--- config.mk ---
export PLATFORM = sky130hd
export DESIGN_NAME = topk_stream_tracker_flat
export DESIGN_NICKNAME = d
export VERILOG_FILES = /design/src/rtl/topk_pkg.sv /design/src/rtl/topk_stream_tracker_if.sv /design/src/rtl/topk_slot_cmp.sv /design/src/rtl/topk_stream_tracker.sv /design/src/flat_wrapper.sv
export SDC_FILE = /design/constraint.sdc
export NUM_CORES = 1
export LEC_CHECK = 0
export CORE_ASPECT_RATIO = 1.1
export CORE_MARGIN = 3
export CORE_UTILIZATION = 40
export CTS_BUF_LIST = sky130_fd_sc_hd__clkbuf_16
export CTS_CLUSTER_DIAMETER = 150
export DETAILED_ROUTE_END_ITERATION = 8
export GPL_ROUTABILITY_DRIVEN = 1
export HOLD_SLACK_MARGIN = 0.15
export SYNTH_ARGS = -nofsm -noshare
export SYNTH_HDL_FRONTEND = slang
export SYNTH_HIERARCHICAL = 1
export SYNTH_SLANG_ARGS = --single-unit
--- constraint.sdc ---
create_clock -name clk_i -period 2.4 [get_ports clk_i]
set_input_delay 0.24 -clock clk_i [delete_from_list [all_inputs] [get_ports clk_i]]
set_output_delay 0.24 -clock clk_i [all_outputs]
set_load 0.005 [all_outputs]
--- src/rtl/topk_pkg.sv ---
// -----------------------------------------------------------------------------
// topk_pkg
// Shared types and helpers for the top-K stream tracker and the CAS-stage tests.
//   state_e : tracker FSM states (COLLECT, DRAIN)
//   slot_t  : one retained element {valid, data[, idx]}
//   gt()    : strict greater-than, unsigned or two's-complement signed
// Element width (TOPK_DW) and frame position width (TOPK_IDXW) live here so that
// the slot struct, the interface and the comparator all agree.
// Optional feature macro: TOPK_IDX_EN (adds the idx field to slot_t).
// -----------------------------------------------------------------------------
package topk_pkg;

  localparam int TOPK_DW   = 8;
  localparam int TOPK_IDXW = 16;

  typedef enum logic {
    COLLECT = 1'b0,
    DRAIN   = 1'b1
  } state_e;

  typedef struct packed {
    logic                 valid;
    logic [TOPK_DW-1:0]   data;
`ifdef TOPK_IDX_EN
    logic [TOPK_IDXW-1:0] idx;
`endif
  } slot_t;

  // Strict compare keeps insertion stable: an equal newcomer lands behind
  // the elements already held.
  function automatic logic gt(input logic [TOPK_DW-1:0] a,
                              input logic [TOPK_DW-1:0] b,
                              input logic               signed_mode);
    if (signed_mode) return $signed(a) > $signed(b);
    else             return a > b;
  endfunction

endpackage

--- src/rtl/topk_stream_tracker_if.sv ---
// -----------------------------------------------------------------------------
// topk_stream_tracker_if
// Stream bundle of the top-K tracker.
//   sign_ctrl_i                        compare mode (0 unsigned, 1 signed)
//   in_valid_i/in_ready_o/in_data_i/in_last_i      input element stream
//   out_valid_o/out_ready_i/out_data_o/out_last_o  result stream
//   out_cnt_o                          number of results in the current drain
//   out_idx_o                          frame position of out_data_o (TOPK_IDX_EN)
// Modports: slave = tracker side, master = producer/consumer side.
// Optional feature macro: TOPK_IDX_EN.
// -----------------------------------------------------------------------------
interface topk_stream_tracker_if #(
  parameter int K = 4
);
  import topk_pkg::*;

  localparam int CNTW = $clog2(K + 1);

  logic                 sign_ctrl_i;
  logic                 in_valid_i;
  logic                 in_ready_o;
  logic [TOPK_DW-1:0]   in_data_i;
  logic                 in_last_i;
  logic                 out_valid_o;
  logic                 out_ready_i;
  logic [TOPK_DW-1:0]   out_data_o;
  logic                 out_last_o;
  logic [CNTW-1:0]      out_cnt_o;
`ifdef TOPK_IDX_EN
  logic [TOPK_IDXW-1:0] out_idx_o;
`endif

  modport slave (
    input  sign_ctrl_i, in_valid_i, in_data_i, in_last_i, out_ready_i,
    output in_ready_o, out_valid_o, out_data_o, out_last_o, out_cnt_o
`ifdef TOPK_IDX_EN
    , output out_idx_o
`endif
  );

  modport master (
    output sign_ctrl_i, in_valid_i, in_data_i, in_last_i, out_ready_i,
    input  in_ready_o, out_valid_o, out_data_o, out_last_o, out_cnt_o
`ifdef TOPK_IDX_EN
    , input out_idx_o
`endif
  );

endinterface

--- src/rtl/topk_slot_cmp.sv ---
// -----------------------------------------------------------------------------
// topk_slot_cmp
// Per-slot comparator: is_greater = slot empty OR new element > slot content.
// An empty slot behaves as -infinity so new elements always fall into it.
//   new_data    in   incoming element
//   slot_valid  in   slot holds an element
//   slot_data   in   slot element
//   signed_mode in   compare as two's-complement
//   is_greater  out  new element belongs at or above this slot
// -----------------------------------------------------------------------------
module topk_slot_cmp
  import topk_pkg::*;
(
  input  logic [TOPK_DW-1:0] new_data,
  input  logic               slot_valid,
  input  logic [TOPK_DW-1:0] slot_data,
  input  logic               signed_mode,
  output logic               is_greater
);

  assign is_greater = !slot_valid || gt(new_data, slot_data, signed_mode);

endmodule

--- src/rtl/topk_stream_tracker.sv ---
// -----------------------------------------------------------------------------
// topk_stream_tracker
// Keeps the K largest elements of a frame in a descending register array via
// single-cycle insertion, then drains them largest first and rearms.
//   clk_i   in  clock, rising edge
//   rstn_i  in  synchronous active-low reset
//   bus     slave modport of topk_stream_tracker_if (input and result streams)
// Parameter K: number of retained maxima (K >= 1).
// Optional feature macro: TOPK_IDX_EN -- each slot also carries the frame
// position of its element and out_idx_o presents it while draining.
// -----------------------------------------------------------------------------
module topk_stream_tracker
  import topk_pkg::*;
#(
  parameter int K = 4
) (
  input  logic                 clk_i,
  input  logic                 rstn_i,
  topk_stream_tracker_if.slave bus
);

  localparam int CNTW = $clog2(K + 1);

  state_e          state_reg;
  slot_t           slot_reg  [K];
  slot_t           slot_next [K];
  slot_t           new_slot;
  logic [K-1:0]    gt_vec;
  logic [CNTW-1:0] count_reg;
  logic [CNTW-1:0] rd_idx_reg;
  logic            sign_reg;
  logic            sign_eff;
  logic            accept;
  logic            rd_last;
`ifdef TOPK_IDX_EN
  logic [TOPK_IDXW-1:0] pos_reg;
`endif

  assign accept  = (state_reg == COLLECT) && bus.in_valid_i;
  // count is zero only before the first accept of a frame, so the live
  // sign_ctrl_i governs that first insertion and the latched copy the rest.
  assign sign_eff = (count_reg == '0) ? bus.sign_ctrl_i : sign_reg;
  assign rd_last  = (rd_idx_reg == count_reg - CNTW'(1));

  always_comb begin
    new_slot       = '0;
    new_slot.valid = 1'b1;
    new_slot.data  = bus.in_data_i;
`ifdef TOPK_IDX_EN
    new_slot.idx   = pos_reg;
`endif
  end

  // gt_vec is monotone (false above the insertion point, true at and below),
  // so each slot either keeps its value, takes the newcomer, or takes its
  // upper neighbour; the element shifted out of slot K-1 is dropped.
  for (genvar gi = 0; gi < K; gi++) begin : g_slot
    topk_slot_cmp u_cmp (
      .new_data    (bus.in_data_i),
      .slot_valid  (slot_reg[gi].valid),
      .slot_data   (slot_reg[gi].data),
      .signed_mode (sign_eff),
      .is_greater  (gt_vec[gi])
    );
    if (gi == 0) begin : g_head
      assign slot_next[gi] = gt_vec[gi] ? new_slot : slot_reg[gi];
    end else begin : g_body
      assign slot_next[gi] = gt_vec[gi-1] ? slot_reg[gi-1] :
                             gt_vec[gi]   ? new_slot       : slot_reg[gi];
    end
  end

  assign bus.in_ready_o  = (state_reg == COLLECT);
  assign bus.out_valid_o = (state_reg == DRAIN);

  // Result outputs read straight from registers and are forced to zero
  // outside DRAIN, so they cannot move while a result is stalled.
  always_comb begin
    bus.out_data_o = '0;
    bus.out_last_o = 1'b0;
    bus.out_cnt_o  = '0;
`ifdef TOPK_IDX_EN
    bus.out_idx_o  = '0;
`endif
    if (state_reg == DRAIN) begin
      bus.out_last_o = rd_last;
      bus.out_cnt_o  = count_reg;
      for (int i = 0; i < K; i++) begin
        if (rd_idx_reg == CNTW'(i)) begin
          bus.out_data_o = slot_reg[i].data;
`ifdef TOPK_IDX_EN
          bus.out_idx_o  = slot_reg[i].idx;
`endif
        end
      end
    end
  end

  always_ff @(posedge clk_i) begin
    if (!rstn_i) begin
      state_reg  <= COLLECT;
      for (int i = 0; i < K; i++) slot_reg[i] <= '0;
      count_reg  <= '0;
      rd_idx_reg <= '0;
      sign_reg   <= 1'b0;
`ifdef TOPK_IDX_EN
      pos_reg    <= '0;
`endif
    end else begin
      case (state_reg)
        COLLECT: begin
          if (accept) begin
            for (int i = 0; i < K; i++) slot_reg[i] <= slot_next[i];
            if (count_reg != CNTW'(K)) count_reg <= count_reg + CNTW'(1);
            if (count_reg == '0) sign_reg <= bus.sign_ctrl_i;
`ifdef TOPK_IDX_EN
            pos_reg <= pos_reg + TOPK_IDXW'(1);
`endif
            if (bus.in_last_i) state_reg <= DRAIN;
          end
        end
        DRAIN: begin
          if (bus.out_ready_i) begin
            if (rd_last) begin
              for (int i = 0; i < K; i++) slot_reg[i] <= '0;
              count_reg  <= '0;
              rd_idx_reg <= '0;
`ifdef TOPK_IDX_EN
              pos_reg    <= '0;
`endif
              state_reg  <= COLLECT;
            end else begin
              rd_idx_reg <= rd_idx_reg + CNTW'(1);
            end
          end
        end
        default: state_reg <= COLLECT;
      endcase
    end
  end

endmodule
--- src/flat_wrapper.sv ---
// flat-port wrapper written by rule: the top's interface ports become plain ports
module topk_stream_tracker_flat import topk_pkg::*;
#(
  parameter int K = 4
)
  (clk_i, rstn_i, bus_sign_ctrl_i, bus_in_valid_i, bus_in_data_i, bus_in_last_i, bus_out_ready_i, bus_in_ready_o, bus_out_valid_o, bus_out_data_o, bus_out_last_o, bus_out_cnt_o);
  topk_stream_tracker_if #(.K(K)) bus_i ();
  input  logic clk_i;
  input  logic rstn_i;
  input wire logic [$bits(bus_i.sign_ctrl_i)-1:0] bus_sign_ctrl_i;
  input wire logic [$bits(bus_i.in_valid_i)-1:0] bus_in_valid_i;
  input wire logic [$bits(bus_i.in_data_i)-1:0] bus_in_data_i;
  input wire logic [$bits(bus_i.in_last_i)-1:0] bus_in_last_i;
  input wire logic [$bits(bus_i.out_ready_i)-1:0] bus_out_ready_i;
  output wire logic [$bits(bus_i.in_ready_o)-1:0] bus_in_ready_o;
  output wire logic [$bits(bus_i.out_valid_o)-1:0] bus_out_valid_o;
  output wire logic [$bits(bus_i.out_data_o)-1:0] bus_out_data_o;
  output wire logic [$bits(bus_i.out_last_o)-1:0] bus_out_last_o;
  output wire logic [$bits(bus_i.out_cnt_o)-1:0] bus_out_cnt_o;
  assign bus_i.sign_ctrl_i = bus_sign_ctrl_i;
  assign bus_i.in_valid_i = bus_in_valid_i;
  assign bus_i.in_data_i = bus_in_data_i;
  assign bus_i.in_last_i = bus_in_last_i;
  assign bus_i.out_ready_i = bus_out_ready_i;
  assign bus_in_ready_o = bus_i.in_ready_o;
  assign bus_out_valid_o = bus_i.out_valid_o;
  assign bus_out_data_o = bus_i.out_data_o;
  assign bus_out_last_o = bus_i.out_last_o;
  assign bus_out_cnt_o = bus_i.out_cnt_o;
  topk_stream_tracker #(.K(K)) u_core (.clk_i(clk_i), .rstn_i(rstn_i), .bus(bus_i));
endmodule
# ---- Yosys cells after proc, flatten, opt, wreduce, memory -nomap -nowiden
# Memories as Yosys holds them, arrays and structs flattened.
# Index checks and enable logic that the tools add are counted.
dict set report word_totals {
  memories 1
  ramBits 36
  register_bits 8
  inputBits 14
  output_inout_bits 14
}
# name depth word_bits read_ports rd_ports_with_merged_regs wr line_no
set mem_list {}
lappend mem_list {u_core.slot_reg 4 9 4 0 4 topk_stream_tracker.sv:25} ;# slot_t slot_reg [K];
dict set report op_classes {
  bitwise 9
  n_reduce_logical 14
  n_eq_ne 9
  n_addsub 3
  mux 48
  n_lt_le_gt_ge 8
}
# op n
set ops {}
lappend ops {{two-way mux 9 bit} 15}
lappend ops {{> comparator 8 bit} 8}
lappend ops {{two-way mux 8 bit} 5}
lappend ops {{two-way mux 1 bit} 20}
lappend ops {{two-way mux 3 bit} 6}
lappend ops {{bitwise OR 1 bit} 8}
lappend ops {{adder 3 x 1 -> 3 bit, second input constant} 2}
lappend ops {{== test 3 x 2 -> 1 bit, second input constant} 2}
lappend ops {{zero test 3 bit} 2}
lappend ops {{one-hot mux 3 bit (2 select lines)} 1}
lappend ops {{zero test 1 bit} 4}
lappend ops {{logical OR 1 bit} 4}
lappend ops {{!= test 2 x 1 -> 1 bit, second input constant} 2}
lappend ops {{!= test 2 bit, second input constant} 2}
lappend ops {{AND reduction 2 bit} 2}
lappend ops {{AND reduction 4 bit} 1}
lappend ops {{== test 3 x 1 -> 1 bit, second input constant} 1}
lappend ops {{== test 3 bit} 1}
lappend ops {{!= test 3 bit, second input constant} 1}
lappend ops {{subtractor 3 x 1 -> 3 bit, second input constant} 1}
lappend ops {{one-hot mux 1 bit (2 select lines)} 1}
lappend ops {{logical AND 1 bit} 1}
lappend ops {{inverter 1 bit} 1}

# ---- Depth between registers and ports, before layout
# Gate-level depths: netlist of the first run.
dict set report logic_depth {
  depth_word 8
  depth_mapped 12
}

# ---- Cells and area by module
# Netlist of the first run, hierarchy kept.
# mod seq_area_each_um2 cells_each n_inst area_per_inst_um2
set by_module_without_submodules {}
lappend by_module_without_submodules {topk_stream_tracker 1061.0 263 1 2507.4}
lappend by_module_without_submodules {topk_slot_cmp 0.0 30 4 222.7}

# ---- Worst setup path before layout of the first run
# Ideal clock, no wire load.
dict set report synth_timing {
  kind {register to register}
  startpoint {reg u_core.count_reg[0]}
  endpoint {mem u_core/slot_reg[1][0] in the netlist's numbering (enable)}
  period_less_slack_ns 2.588
  t_required_ns 2.087
  n_path_buf 1
  path_stages_with_launch 11
  slack_ns -0.188
  setup_ns 0.313
  arrival_time_ns 2.276
  cell_sequence {dfxtp_1 > inv_1 > ha_1 > and2b_1 > mux2_2 > nand2b_1 > o21ai_0 > a31oi_1 > a21o_1 > clkbuf_1 > o32a_2}
}
# element line_no
set synth_lines {}
lappend synth_lines {{start, declared} topk_stream_tracker.sv:29} ;# logic [CNTW-1:0] count_reg;
lappend synth_lines {{start signal, assigned} topk_stream_tracker.sv:114} ;# if (count_reg != CNTW'(K)) count_reg <= count_reg + CNTW'(1);
lappend synth_lines {{end, declared} topk_stream_tracker.sv:25}

==> impl_metrics.toml, run 1 <==
[run_status]
status = "finished, final reports clean"

[job]
cap_viol_max_count = 0

[floorplanning]
io_pins = 28
placementRows = 34
die_x_um = 93.88
core_area_sq_um = 8083
die_h_um = 102.7
fp.dieArea_sq_um = 9639
initial_core_util = 0.4204

[sta]
fmax_ghz = 0.4226
rsz0062_at_grt = "yes"
tightest_slew_ns = 0.6579
maxSlewHeadroom = 0.5583
setup_ws_ns = 0.03381
hold_violations = 0
drv_slew = 0
finalCritPeriodShare = 0.9859
setup_viol = 0
skew_ns = 0.002187
period_needed_ns = 2.366

[clock_network]
cts.hold.buffers_added = 0
cts_tree = "yes"
clk_path_buf_depth = 2
h-tree-depth = 2
cts_root_buf = "clkbuf_16"
cts.sinks = 44
clk_pin_slew_ns = 0.06
numCtsBuffers = 5
clk_latency_ns = 0.28

[worst_setup_path]
r2r_slack_ns = 0.03
required_ns = 2.54
crit_type = "flip-flop to flip-flop"
worst-path-max-fanout = 5
worstSetupEndpointType = "flip-flop"
critPathLaunchType = "flip-flop"
timing.rr.end = "u_core/slot_reg[3][7]$_SDFFE_PP0P_"
r2r_start = "u_core/count_reg[1]$_SDFFE_PN0P_"
ff2ff_path_depth = 12
cp.arrival_ns = 2.51

[synth]
syn_area_sq_um = 3398
syn_nets = 437
synth-seq-cells = 44
async_reset_ff_frac = 0
synth-edff-count = 18
ys_types = 40
yosys_most_used_dff = "dfxtp_1"
synthCells = 383
yosysSeqAreaShare = 0.3122
avgSynthCellArea_sq_um = 8.873
synth_warnings = 6

[power]
powerDensity_nw_per_um2 = 544.1
power.leakage_nw = 1.923
total_power_mw = 2.356
ir_worst_vdd_v = 0.0004731

[cells_and_area]
drive_gt1_frac = 0.2027
nNetsFinal = 492
antenna-diode-count = 0
fillers = 759
final_common_cell = "inv_1"
largest_reg_flops = 36
mostFrequentLayoutCells = "51 x inv_1, 37 x ha_1, 35 x buf_4"
syn2layout_area_growth_pct = 27.43

[global_route]
grt_pass1_vias = 2804
grtUsageMet2 = 0.3179
grt_pass1_wl_um = 14170
grt-ovfl-total = 0
grt_max_degree = 21
use_met1 = 0.2557
use_met3 = 0.02482
busiest_layer = "met2"
grt_antenna_before_repair = 0
grt_usage = 0.1879

[routing]
ant_nets = 0
vias = 2955
drc_errors = 0
drt_iter0_markers = 150
wirelength_um = 8754
via_per_inst = 5.402
routedWlPerCell_um = 16.00
first_pass_iters = 4

[hold_path]
min_path_type = "flip-flop to flip-flop"
min_to = "u_core/slot_reg[0][8]$_SDFFE_PP0P_"
min_path_cells = 2
hold_start = "u_core/slot_reg[0][8]$_SDFFE_PP0P_"

[place]
port_buffers = 27
dp_slack_ns = -0.2824
gp_congestion = 0.8752
hpwl_um = 6793
==> Yosys cell counts, types with 2 or more instances <==
cell type	instances	area, sq um
o21ai_0	11	55.05
nand3_1	5	25.02
inv_1	53	198.9
edfxtp_1	18	540.5
nor2_1	28	105.1
nor2b_1	6	37.54
dfxtp_1	26	520.5
mux2i_1	24	240.2
ha_1	40	500.5
nand3b_1	9	67.56
o211ai_1	12	90.09
nor3_1	2	10.01
o211ai_2	4	50.05
nand2b_1	7	43.79
clkbuf_1	18	67.56
a31oi_1	4	25.02
a221o_1	8	80.08
nand4_1	21	131.4
a211o_1	4	35.03
xnor2_1	2	17.52
nand2_1	12	45.04
a21oi_1	36	180.2
mux2_2	9	101.4
a21o_1	5	37.54
buf_1	3	11.26
or2_2	2	12.51
==> how the worst max path moves through the flow <==
stage | from | to | slack (ns)
final | u_core/count_reg[1]$_SDFFE_PN0P_ | u_core/slot_reg[3][7]$_SDFFE_PP0P_ | 0.03
after global routing | u_core/count_reg[1]$_SDFFE_PN0P_ | u_core/slot_reg[3][7]$_SDFFE_PP0P_ | -0.08
after CTS | u_core/count_reg[1]$_SDFFE_PN0P_ | u_core/slot_reg[3][4]$_SDFFE_PP0P_ | 0.004
after detailed placement | bus_in_data_i[5] | u_core/slot_reg[1][2]$_SDFFCE_PP0P_ | -0.28
after global placement | bus_in_data_i[5] | u_core/slot_reg[1][3]$_SDFFCE_PP0P_ | -0.24
after floorplan | u_core/count_reg[0]$_SDFFE_PN0P_ | u_core/slot_reg[1][0]$_SDFFCE_PP0P_ | 0.003
==> cell type report <==
type	count	area [sq um]	share of cell area
clock buffers	5	125.1	0.02889
inverters	53	198.9	0.04594
clock inverters	3	42.54	0.009824
multi-input cells	264	2143	0.4949
flip-flops and latches	44	1064	0.2456
repair buffers	70	621.8	0.1436
well taps	108	135.1	0.03120
==> where the power goes <==
| group | leakage (nW) | switching (mW) | internal (mW) |
|---|---|---|---|
| Clock | 0.0798 | 0.296 | 0.489 |
| Sequential | 0.410 | 0.0538 | 0.841 |
| Combinational | 1.43 | 0.336 | 0.339 |
==> per-stage QoR <==
stage          setup TNS (ns)  cells  hold WS (ns)    util  cell area, sq um
5_1_grt                -1.002    547        0.5091  0.5358              4330
4_1_cts                     0    544        0.4934  0.5189              4194
3_5_place_dp           -9.778    534        0.4824  0.4947              3999
3_3_place_gp           -7.788    534        0.4771  0.4947              3999
6_report                    0    547        0.4895  0.5358              4330
2_1_floorplan               0    383        0.3806       -              3411
==> logic make-up after synthesis <==
family	share of synthesized area
compound gates	0.1848
mux	0.1005
xor+xnor	0.01252
fa+ha+maj	0.1473
simple gates	0.1576
buf+inv	0.08505
flops	0.3122
==> critical path: stages (launching register included) <==
cell and delay [ns]:
dfxtp_2 0.33, inv_2 0.05, ha_4 0.15, and2b_1 0.16, mux2_4 0.37, nand2b_4 0.10
o21ai_2 0.05, a31oi_1 0.13, a21o_1 0.22, buf_6 0.15, mux2_4 0.30, nand4_1 0.13
a21oi_1 0.08
==> repair_timing <==
item / CTS / global route
pin swaps: 1 / 11
endpoints found under the setup margin: 18 / 53
resized for setup: 16 / 34
setup buffers: 2 / 3
==> layer usage <==
layer | vias up | wire (um)
met5 | - | 0
met4 | 0 | 79
met3 | 7 | 245
met2 | 42 | 4387
met1 | 1413 | 4041
li1 | 1493 | -
Power figures use the tool's default switching activity.
==> run 2, diff against run 1 <==
--- a/config.mk
+++ b/config.mk
@@ -6,7 +6,7 @@
 export NUM_CORES = 1
 export LEC_CHECK = 0
 export CORE_ASPECT_RATIO = 1.1
-export CORE_MARGIN = 3
+export CORE_MARGIN = 2
 export CORE_UTILIZATION = 40
 export CTS_BUF_LIST = sky130_fd_sc_hd__clkbuf_16
 export CTS_CLUSTER_DIAMETER = 150
==> impl_metrics.toml, run 2 (synthesis results as in run 1) <==
[place]
hpwl_um = 6741
gp_congestion = 0.7940
dpl-instance-area_sq_um = 4040
dp_slack_ns = -0.2418
port_buffers = 27

[floorplanning]
die_h_um = 100.7
die_x_um = 91.88
fp.dieArea_sq_um = 9250
initial_core_util = 0.4084
core_area_sq_um = 8320
placementRows = 35
io_pins = 28

[clock_network]
cts_root_buf = "clkbuf_16"
cts.hold.buffers_added = 0
clk_path_buf_depth = 2
cts_tree = "yes"
h-tree-depth = 2
clk_latency_ns = 0.28
numCtsBuffers = 5
clk_pin_slew_ns = 0.07
cts.sinks = 44

[routing]
vias = 2987
routedWlPerCell_um = 15.61
drc_errors = 0
first_pass_iters = 4
wirelength_um = 8619
ant_nets = 0
via_per_inst = 5.411
drt_iter0_markers = 131

[sta]
rsz0062_at_grt = "yes"
setup_ws_ns = 0.03585
skew_ns = 0.005925
maxSlewHeadroom = 0.5707
hold_violations = 0
fmax_ghz = 0.4230
tns_ns = 0
period_needed_ns = 2.364
whs_ns = 0.4814
tightest_slew_ns = 0.6394
setup_viol = 0
drv_slew = 0
finalCritPeriodShare = 0.9851

[cells_and_area]
final_common_cell = "inv_1"
final_cell_area_sq_um = 4345
syn2layout_area_growth_pct = 27.87
nNetsFinal = 494
drive_gt1_frac = 0.2018
mostFrequentLayoutCells = "52 x inv_1, 36 x buf_4, 36 x ha_1"
utilization = 0.5223
antenna-diode-count = 0
fillers = 801
largest_reg_flops = 36

[worst_setup_path]
crit_type = "input port to flip-flop"
critPathLaunchType = "input port"
worstSetupEndpointType = "flip-flop"
required_ns = 2.42
cp.arrival_ns = 2.38
ff2ff_path_depth = 11
worst-path-max-fanout = 9

[hold_path]
min_path_type = "flip-flop to flip-flop"
min_path_cells = 2

[job]
cap_viol_max_count = 0

[global_route]
grt_pass1_vias = 2912
grt_max_degree = 22
grt_pass1_wl_um = 13990
grt_usage = 0.1891
grt-ovfl-total = 0
grt_antenna_before_repair = 0

[power]
ir_worst_vdd_v = 0.0003091
power.leakage_nw = 1.919
powerDensity_nw_per_um2 = 517.8

[run_status]
status = "finished, final reports clean"
run 2: cell count changes in the layout (fill, tap and decap cells not counted), sizes merged:
cell / delta
buf: +2
bufinv: -1
clkdlybuf4s50: +2
dlygate4sd2: -1
dlymetal6s2s: -1
inv: +1
run 2: critical path: stages:
cell             delay [ns]
clkdlybuf4s50_1        0.40
buf_4                  0.18
ha_1                   0.32
a211o_1                0.31
o211ai_2               0.07
nand4_1                0.11
a21o_1                 0.26
o32a_2                 0.49
run 2: path summary, 6_finish.rpt:
check | startpoint | to | slack (ns)
max | bus_in_data_i[5] | u_core/slot_reg[1][7]$_SDFFCE_PP0P_ | 0.04
min | u_core/slot_reg[0][8]$_SDFFE_PP0P_ | u_core/slot_reg[0][8]$_SDFFE_PP0P_ | 0.48
max reg2reg | u_core/count_reg[1]$_SDFFE_PN0P_ | u_core/slot_reg[3][8]$_SDFFE_PP0P_ | 0.07
min reg2reg | u_core/slot_reg[0][8]$_SDFFE_PP0P_ | u_core/slot_reg[0][8]$_SDFFE_PP0P_ | 0.48
run 2: final cells by class:
| type | count | area [sq um] | area share |
|---|---|---|---|
| multi-input cells | 264 | 2158 | 0.4967 |
| inverters | 53 | 198.9 | 0.04578 |
| flip-flops and latches | 44 | 1065 | 0.2450 |
| clock buffers | 5 | 125.1 | 0.02879 |
| well taps | 111 | 138.9 | 0.03196 |
| clock inverters | 3 | 20.02 | 0.004607 |
| repair buffers | 72 | 639.4 | 0.1471 |
run 2: stage by stage:
step | total power, mW | cells
final | 2.250 | 552
after CTS | 2.218 | 551
after global placement | 1.512 | 542
after floorplan | 1.303 | 383
after detailed placement | 1.526 | 542
after global routing | 2.369 | 552
run 2: routing by layer:
metal  share of wire  vias to the layer above  global-route usage
met5               0                        -                   0
met4           0.012                        0             0.04478
met3           0.020                        6             0.02244
met2            0.52                       47              0.3456
met1            0.45                     1437              0.2386
li1                -                     1497                   -
run 2: what timing repair did:
item / CTS / global route
resized for setup: 22 / 30
buffers inserted: 1 / 2
endpoints found under the setup margin: 17 / 45
pin swaps: 1 / 13
run 2: report_power, final:
part | internal, mW | switching (mW) | total, mW
Sequential | 0.841 | 0.0513 | 0.893
Combinational | 0.344 | 0.338 | 0.682
Clock | 0.384 | 0.292 | 0.676
==> run 3, diff against run 2 <==
--- a/config.mk
+++ b/config.mk
@@ -5,14 +5,16 @@
 export SDC_FILE = /design/constraint.sdc
 export NUM_CORES = 1
 export LEC_CHECK = 0
+export CELL_PAD_IN_SITES_DETAIL_PLACEMENT = 2
+export CELL_PAD_IN_SITES_GLOBAL_PLACEMENT = 2
 export CORE_ASPECT_RATIO = 1.1
 export CORE_MARGIN = 2
-export CORE_UTILIZATION = 40
-export CTS_BUF_LIST = sky130_fd_sc_hd__clkbuf_16
+export CORE_UTILIZATION = 33
 export CTS_CLUSTER_DIAMETER = 150
 export DETAILED_ROUTE_END_ITERATION = 8
 export GPL_ROUTABILITY_DRIVEN = 1
 export HOLD_SLACK_MARGIN = 0.15
+export PLACE_DENSITY_LB_ADDON = 0.1
 export SYNTH_ARGS = -nofsm -noshare
 export SYNTH_HDL_FRONTEND = slang
 export SYNTH_HIERARCHICAL = 1
==> impl_metrics.toml, run 3 (synthesis results as in run 1) <==
[run_status]
status = "finished with violations"
violations = "negative setup slack"

[cells_and_area]
multi_input_area_sq_um = 2332
antenna-diode-count = 0
nNetsFinal = 535
largest_reg_flops = 36
syn2layout_area_growth_pct = 42.05
final_cells = 602
mostFrequentLayoutCells = "73 x buf_4, 48 x inv_1, 33 x ha_1"
regArea_sq_um = 1071
final_common_cell = "buf_4"
drive_gt1_frac = 0.3382
fillers = 1063

[global_route]
grt-ovfl-total = 0
grtUsageMet2 = 0.4022
busiest_layer = "met2"
grt_antenna_before_repair = 0
use_met1 = 0.3022
use_met3 = 0.02532
grt_max_degree = 20
grt_usage = 0.2350
grt_pass1_vias = 3542
grt_pass1_wl_um = 20010

[worst_setup_path]
worst-path-max-fanout = 8
worst-path-buf-inv = 3
required_ns = 2.45
cp_top_family = "multiplexers"
path_cells = "inv_2 > ha_4 > and2b_1 > mux2_4 > buf_8 > nand2b_4 > o21ai_2 > a31oi_1 > a21o_1 > buf_6 > mux2i_1 > nor2_1"
cp_slowest_stage_delay_ns = 0.35
critPathLaunchType = "flip-flop"
cp.arrival_ns = 2.52
crit_type = "flip-flop to flip-flop"
worstSetupEndpointType = "flip-flop"
cp_slowest_cell = "dfxtp_2"

[sta]
hold_violations = 0
whs_ns = 0.4804
setup_viol = 31
finalCritPeriodShare = 1.029
maxSlewHeadroom = 0.5472
skew_ns = 0.007388
drv_slew = 0
tightest_slew_ns = 0.6744
period_needed_ns = 2.469
setup_ws_ns = -0.06941
rsz0062_at_grt = "yes"
fmax_ghz = 0.4050

[routing]
routedWlPerCell_um = 23.93
via_per_inst = 5.615
vias = 3380
drc_errors = 0
first_pass_iters = 6
ant_nets = 0
wirelength_um = 14410
drt_iter0_markers = 141

[clock_network]
clk_latency_ns = 0.30
cts_tree = "yes"
numCtsBuffers = 5
h-tree-depth = 2
clk_path_buf_depth = 2
cts_root_buf = "clkbuf_8"
cts.sinks = 44
clk_pin_slew_ns = 0.10

[power]
ir_worst_vdd_v = 0.0002367
total_power_mw = 2.401
powerDensity_nw_per_um2 = 497.5
power.leakage_nw = 2.124

[place]
port_buffers = 27
gp_congestion = 0.8293
dp_slack_ns = -0.4503
hpwl_um = 9681
place_inst = 572

[floorplanning]
die_x_um = 100.8
core_area_sq_um = 9937
fp.dieArea_sq_um = 11130
die_h_um = 110.4
placementRows = 38
initial_core_util = 0.3420
io_pins = 28

[hold_path]
min_path_type = "input port to flip-flop"

[job]
cap_viol_max_count = 0
run 3: timing repair:
action,in CTS,in global routing
cloned,1,1
gates resized for setup,53,52
pin swaps,10,32
hold buffers,0,0
buffers inserted,3,18
setup endpoints to repair,59,60
run 3: path summary, 6_finish.rpt:
kind                                                    startpoint                             endpoint  slack (ns)  cells after the start
worst max-delay path              u_core/count_reg[0]$_SDFFE_PN0P_  u_core/slot_reg[1][6]$_SDFFCE_PP0P_       -0.07                     12
worst min-delay path                              bus_in_data_i[0]   u_core/slot_reg[0][0]$_SDFFE_PP0P_        0.48                      4
worst min register to register  u_core/slot_reg[0][8]$_SDFFE_PP0P_   u_core/slot_reg[0][8]$_SDFFE_PP0P_        0.52                      2
worst max register to register    u_core/count_reg[0]$_SDFFE_PN0P_  u_core/slot_reg[1][6]$_SDFFCE_PP0P_       -0.07                     12
run 3: layout make-up:
cell class / count / share of cell area
Inverter: 53 / 0.04251
Timing Repair Buffer: 111 / 0.1985
Clock inverter: 3 / 0.008554
Clock buffer: 5 / 0.01426
Sequential cell: 44 / 0.2219
Multi-Input combinational cell: 266 / 0.4832
Tap cell: 120 / 0.03110
run 3: per-layer routing:
| layer | vias to the layer above | routed length (um) |
|---|---|---|
| met3 | 20 | 311 |
| met5 | - | 0 |
| met1 | 1717 | 6313 |
| li1 | 1583 | - |
| met2 | 60 | 7386 |
| met4 | 0 | 395 |
run 3: worst min-delay path, stage by stage:
cell and delay [ns]:
dlymetal6s2s_1 0.20, buf_4 0.16, mux2i_1 0.07, nor2_1 0.08
run 3: metrics by stage:
| stage | TNS [ns] | cell area (sq um) | utilization |
|---|---|---|---|
| after floorplan | 0 | 3411 | - |
| after global placement | -12.87 | 4234 | 0.4261 |
| after detailed placement | -14.85 | 4234 | 0.4261 |
| after CTS | -0.4594 | 4506 | 0.4534 |
| after global routing | -7.949 | 4827 | 0.4858 |
| final | -1.231 | 4827 | 0.4858 |
run 3: power breakdown:
group	switching, mW	leakage [nW]	internal (mW)
logic	0.456	1.65	0.434
clock network	0.300	0.0585	0.310
registers	0.0616	0.412	0.839
total	0.818	2.12	1.58
